--- config.mk ---
export PLATFORM = sky130hd
export DESIGN_NAME = seq_divider_flat
export DESIGN_NICKNAME = d
export VERILOG_FILES = /design/src/rtl/seq_divider_if.sv /design/src/rtl/seq_divider.sv /design/src/flat_wrapper.sv
export SDC_FILE = /design/constraint.sdc
export NUM_CORES = 1
export LEC_CHECK = 0
export CAP_MARGIN = 20
export CELL_PAD_IN_SITES_DETAIL_PLACEMENT = 1
export CELL_PAD_IN_SITES_GLOBAL_PLACEMENT = 1
export CORE_ASPECT_RATIO = 0.8
export CORE_UTILIZATION = 35
export CTS_CLUSTER_DIAMETER = 150
export DETAILED_ROUTE_END_ITERATION = 16
export GPL_TIMING_DRIVEN = 1
export HOLD_SLACK_MARGIN = 0.12
export PLACE_DENSITY = 0.68
export SYNTH_ARGS = -nofsm -noshare
export SYNTH_HDL_FRONTEND = slang
export SYNTH_SLANG_ARGS = --single-unit
--- constraint.sdc ---
create_clock -name clk -period 3.5 [get_ports clk]
set_input_delay 0.35 -clock clk [delete_from_list [all_inputs] [get_ports clk]]
set_output_delay 0.35 -clock clk [all_outputs]
set_load 0.02 [all_outputs]
--- src/rtl/seq_divider_if.sv ---
// Handshake and operand/result bundle for seq_divider.
// The master drives requests (the bench); the slave is the divider itself.
interface seq_divider_if #(
   parameter int WIDTH = 16
);
   logic             start;
   logic [WIDTH-1:0] dividend;
   logic [WIDTH-1:0] divisor;
   logic             busy;
   logic             done;
   logic [WIDTH-1:0] quotient;
   logic [WIDTH-1:0] remainder;
   logic             div_by_zero;

   modport master (
      output start, dividend, divisor,
      input  busy, done, quotient, remainder, div_by_zero
   );

   modport slave (
      input  start, dividend, divisor,
      output busy, done, quotient, remainder, div_by_zero
   );
endinterface

--- src/rtl/seq_divider.sv ---
// Unsigned restoring divider: one quotient bit per clock, MSB first.
// Results land in dedicated output registers only when the division completes.
module seq_divider #(
   parameter int WIDTH = 16
) (
   input  logic         clk,
   input  logic         rst,
   seq_divider_if.slave bus
);
   localparam int CW = $clog2(WIDTH + 1);

   typedef enum logic [1:0] {IDLE, RUN, DONE} state_t;

   state_t           r_state, w_next;
   logic             w_busy, w_done;
   logic [CW-1:0]    r_cnt;
   logic [WIDTH-1:0] r_dvd;   // dividend bits shift out the top, quotient bits in the bottom
   logic [WIDTH-1:0] r_dvs;
   logic [WIDTH-1:0] r_rem;
   logic [WIDTH-1:0] r_q, r_r;
   logic             r_dbz;

   logic             w_accept, w_zero, w_last, w_ge;
   logic [WIDTH:0]   w_trial, w_diff;
   logic [WIDTH-1:0] w_rem_nxt;

   assign w_accept  = bus.start && (r_state != RUN);
   assign w_zero    = (r_dvs == '0);
   assign w_last    = w_zero || (r_cnt == CW'(1));
   assign w_trial   = {r_rem, r_dvd[WIDTH-1]};
   assign w_diff    = w_trial - {1'b0, r_dvs};
   // r_rem < r_dvs always holds, so a clear top bit of the difference means trial >= divisor
   assign w_ge      = ~w_diff[WIDTH];
   assign w_rem_nxt = w_ge ? w_diff[WIDTH-1:0] : w_trial[WIDTH-1:0];

   always_ff @(posedge clk or posedge rst) begin
      if (rst) r_state <= IDLE;
      else     r_state <= w_next;
   end

   always_comb begin
      w_next = r_state;
      w_busy = 1'b0;
      w_done = 1'b0;
      case (r_state)
         IDLE: if (bus.start) w_next = RUN;
         RUN: begin
            w_busy = 1'b1;
            if (w_last) w_next = DONE;
         end
         DONE: begin
            w_done = 1'b1;
            w_next = bus.start ? RUN : IDLE;
         end
         default: w_next = IDLE;
      endcase
   end

   always_ff @(posedge clk or posedge rst) begin
      if (rst) begin
         r_cnt <= '0;
         r_dvd <= '0;
         r_dvs <= '0;
         r_rem <= '0;
         r_q   <= '0;
         r_r   <= '0;
         r_dbz <= 1'b0;
      end else if (w_accept) begin
         r_dvd <= bus.dividend;
         r_dvs <= bus.divisor;
         r_rem <= '0;
         r_cnt <= CW'(WIDTH);
         r_dbz <= 1'b0;
      end else if (r_state == RUN) begin
         if (w_zero) begin
            r_q   <= '1;
            r_r   <= r_dvd;
            r_dbz <= 1'b1;
            r_cnt <= '0;
         end else begin
            r_dvd <= {r_dvd[WIDTH-2:0], w_ge};
            r_rem <= w_rem_nxt;
            r_cnt <= r_cnt - CW'(1);
            if (w_last) begin
               r_q <= {r_dvd[WIDTH-2:0], w_ge};
               r_r <= w_rem_nxt;
            end
         end
      end
   end

   assign bus.busy        = w_busy;
   assign bus.done        = w_done;
   assign bus.quotient    = r_q;
   assign bus.remainder   = r_r;
   assign bus.div_by_zero = r_dbz;
endmodule

--- src/flat_wrapper.sv ---
// flat-port wrapper written by rule: the top's interface ports become plain ports
module seq_divider_flat 
#(
   parameter int WIDTH = 16
)
  (clk, rst, bus_start, bus_dividend, bus_divisor, bus_busy, bus_done, bus_quotient, bus_remainder, bus_div_by_zero);
  seq_divider_if #(.WIDTH(WIDTH)) bus_i ();
  input  logic clk;
  input  logic rst;
  input wire logic [$bits(bus_i.start)-1:0] bus_start;
  input wire logic [$bits(bus_i.dividend)-1:0] bus_dividend;
  input wire logic [$bits(bus_i.divisor)-1:0] bus_divisor;
  output wire logic [$bits(bus_i.busy)-1:0] bus_busy;
  output wire logic [$bits(bus_i.done)-1:0] bus_done;
  output wire logic [$bits(bus_i.quotient)-1:0] bus_quotient;
  output wire logic [$bits(bus_i.remainder)-1:0] bus_remainder;
  output wire logic [$bits(bus_i.div_by_zero)-1:0] bus_div_by_zero;
  assign bus_i.start = bus_start;
  assign bus_i.dividend = bus_dividend;
  assign bus_i.divisor = bus_divisor;
  assign bus_busy = bus_i.busy;
  assign bus_done = bus_i.done;
  assign bus_quotient = bus_i.quotient;
  assign bus_remainder = bus_i.remainder;
  assign bus_div_by_zero = bus_i.div_by_zero;
  seq_divider #(.WIDTH(WIDTH)) u_core (.clk(clk), .rst(rst), .bus(bus_i));
endmodule
==> metrics.md <==
| Metric | Value |
|---|---|
| Hold Vio Cnt, Final | `0` |
| Die height | `104 um` |
| CTS H-tree depth | `3` |
| Post-synth cell types | `47` |
| IR drop worst, VDD | `0.455 mV` |
| Full die area | `13,500 um2` |
| Root buf cell | `clkbuf_16` |
| Crit path DAT | `3.35 ns` |
| WL/cell | `18.7 um` |
| Syn_nets | `522` |
| Max layer used | `met4` |
| Multi-input gate area | `2160 um2` |
| Period utilization | `0.885` |
| Final wirelength | `13.2 mm` |
| GRT overflow | `0` |
| CTS buffer count | `9` |
| Design Area, Final | `5780 um2` |
| Routed Antenna Nets | `0` |
| Top_reg_cell synth | `dfrtp_1` |
| Pre-antenna DRT Iters | `4` |
| Core area | `12,400 um2` |
| Most common cell in the netlist | `dfrtp_1` |
| Unrepaired setup endpoints after global routing | `no` |
| Mean post-synth cell area | `9.73 um2` |
| Vias in the first global route | `4,049` |
| Pwr/cell area | `1230 nW/um2` |
| Synthesis Warnings | `0` |
| Flip-flop and latch area | `2200 um2` |
| Total power draw | `7.12 mW` |
| Rows | `36` |
| Crit end category | `register` |
| Async S/R FF share, synth | `1.00` |
| Final RePlAce weighted congestion | `0.807` |
| IO Count | `70` |
| DR vias | `3,823` |
| DRC Markers | `0` |
| Placed instance count | `694` |
| Clk sinks | `88` |
| Fmax | `0.323 GHz` |
| Nets | `588` |
| Synth top area cells | `dfrtp_1, ha_1, nand2_1, mux2_2, o21ai_0` |
| Tmin final | `3.10 ns` |
| Setup violators final | `0` |
| Insertion delay to the later sink of the worst-skew pair | `0.34 ns` |
| Count of final max-slew check failures | `0` |
| CTS max path bufs | `2` |
| Tot GR Track Use | `0.208` |
| First-pass GRT wire length | `21.5 mm` |
| CP max FO | `21` |
| Tightest Pin Transition | `0.784 ns` |
| Leakage | `2.45 nW` |
| Max-cap violations | `0` |
| Seq/Total Area, Yosys | `0.484` |
| Yosys top cell area share | `0.484` |
| Setup Buffers After CTS | `0` |
| Non-Filler Instances | `708` |
| Met3 WL | `553 um` |
| Fill cells | `1,413` |
| DRT iter0 DRCs | `167` |
| Mapped Cells | `468` |
| Synth cell count leaders | `dfrtp_1, nand2_1, o21ai_0, a21oi_1, nor2_1` |
| Met1 WL | `6.47 mm` |
| Normalized max-slew margin | `0.475` |
| Number of port buffers | `69` |
| Clock transition at path regs | `0.06 ns` |
| Fin Hold WS | `0.408 ns` |
| Hold-fix buffers, CTS | `0` |
| Outcome | `finished clean` |
| CTS tree | `done` |
| Post-CTS sizing | `0` |
| HPWL after detailed placement | `9.56 mm` |
| DR WL met2 | `6.07 mm` |
| CP Class | `register to register` |
| Antenna diodes | `0` |
| HP Class | `input pin to async pin` |
| Yosys top cell by area | `dfrtp_1` |
| Worst Path Required | `3.75 ns` |
| Initial core utilization | `0.366` |
| Die W | `130 um` |
| Antenna violations before repair | `0` |
| Average via count per standard cell | `5.40` |
| Clk_skew | `0.00638 ns` |
| Area after DPL | `5460 um2` |
| Crit path launch type | `register` |
| Share of layout cells above drive strength 1 | `0.0950` |
| Area Overhead vs Synth | `27.0%` |
| Mapped Area | `4550 um2` |
| Setup TNS | `0 ns` |
| Seq cells post-synth | `88` |
| Largest net degree at the start of global routing | `39` |
| EDFF count, synth | `0` |
## critical path: stages (launching register included)
cell and delay (ns):
dfrtp_1 0.41, ha_1 0.24, fa_1 0.43, nor2b_1 0.20, o31ai_1 0.13, a31oi_1 0.36, a41oi_2 0.20, xnor2_2 0.15
buf_4 0.33, mux2_2 0.40, o21ai_0 0.16
## area by class of cell
| class | instances | area share |
|---|---|---|
| clock buffers | 10 | 0.0396 |
| well taps | 171 | 0.0370 |
| clock inverters | 4 | 0.0164 |
| inverters | 25 | 0.0164 |
| flip-flops and latches | 88 | 0.381 |
| repair buffers | 79 | 0.135 |
| multi-input cells | 331 | 0.374 |
## registers in the layout (all words and copies together), names as in the netlist
signal                  count
u_core.bus.remainder       16
u_core.r_dvs               16
u_core.r_state              2
u_core.r_dvd               16
u_core.r_rem               16
u_core.bus.quotient        16
u_core.r_cnt                5
u_core.bus.div_by_zero      1
## layout by cell type (no fill, tap or decap), types with 3 or more instances in the layout
master	n
and3_1	3
mux2i_1	10
bufinv_16	3
o21a_1	3
mux2_2	17
nor2_1	27
buf_4	8
xnor2_1	11
o221ai_1	3
clkbuf_16	9
a21oi_1	27
o221a_2	3
nand3_1	24
xor2_1	5
ha_1	18
o22a_1	16
nand2_1	59
o21ai_0	30
o22ai_1	15
nor2b_1	6
a31oi_1	18
dfrtp_1	88
inv_1	24
clkdlybuf4s50_1	69
nor4_1	4
nor3_1	3
## path summary, 6_finish.rpt
check	startpoint	end	slack, ns	depth (start not counted)
worst max-delay path	u_core.r_dvs[0]	u_core.r_rem[1]	0.40	10
worst min-delay path	rst	u_core.r_dvd[14]	0.41	2
worst max register to register	u_core.r_dvs[0]	u_core.r_rem[1]	0.40	10
worst min register to register	u_core.bus.quotient[9]	u_core.bus.quotient[9]	0.49	1
max in group asynchronous	rst	u_core.r_dvs[5]	2.30	3
min in group clk	u_core.bus.quotient[9]	u_core.bus.quotient[9]	0.49	1
## per-layer routing
| layer | up-vias | track usage |
|---|---|---|
| met5 | - | 0 |
| met4 | 0 | 0.0415 |
| met3 | 12 | 0.0417 |
| met2 | 85 | 0.325 |
| met1 | 1916 | 0.297 |
| li1 | 1810 | - |
## through the flow
step / setup slack, ns / util
6_report: 0.401 / 0.465
5_1_grt: 0.142 / 0.465
4_1_cts: 0.381 / 0.465
3_5_place_dp: 0.462 / 0.439
3_3_place_gp: 0.625 / 0.438
2_1_floorplan: 0.860 / -
## cells by family after synthesis
kind of cell / count (synthesis) / share of synthesized area
AOI/OAI and AO/OA: 131 / 0.186
xor gates and xnor gates: 17 / 0.0327
adders and majority gates: 19 / 0.0539
buffers and inverters: 49 / 0.0440
DFF: 88 / 0.484
muxes: 28 / 0.0673
and+or+nand+nor: 136 / 0.132
## power breakdown
group / internal, mW / switching, mW / total, mW / leakage [nW]
Clock: 0.689 / 0.401 / 1.09 / 0.158
Sequential: 1.53 / 0.460 / 1.99 / 1.01
Combinational: 1.75 / 2.29 / 4.04 / 1.28
Total: 3.97 / 3.15 / 7.12 / 2.45
Note: power is estimated with default switching activity, not from simulation.
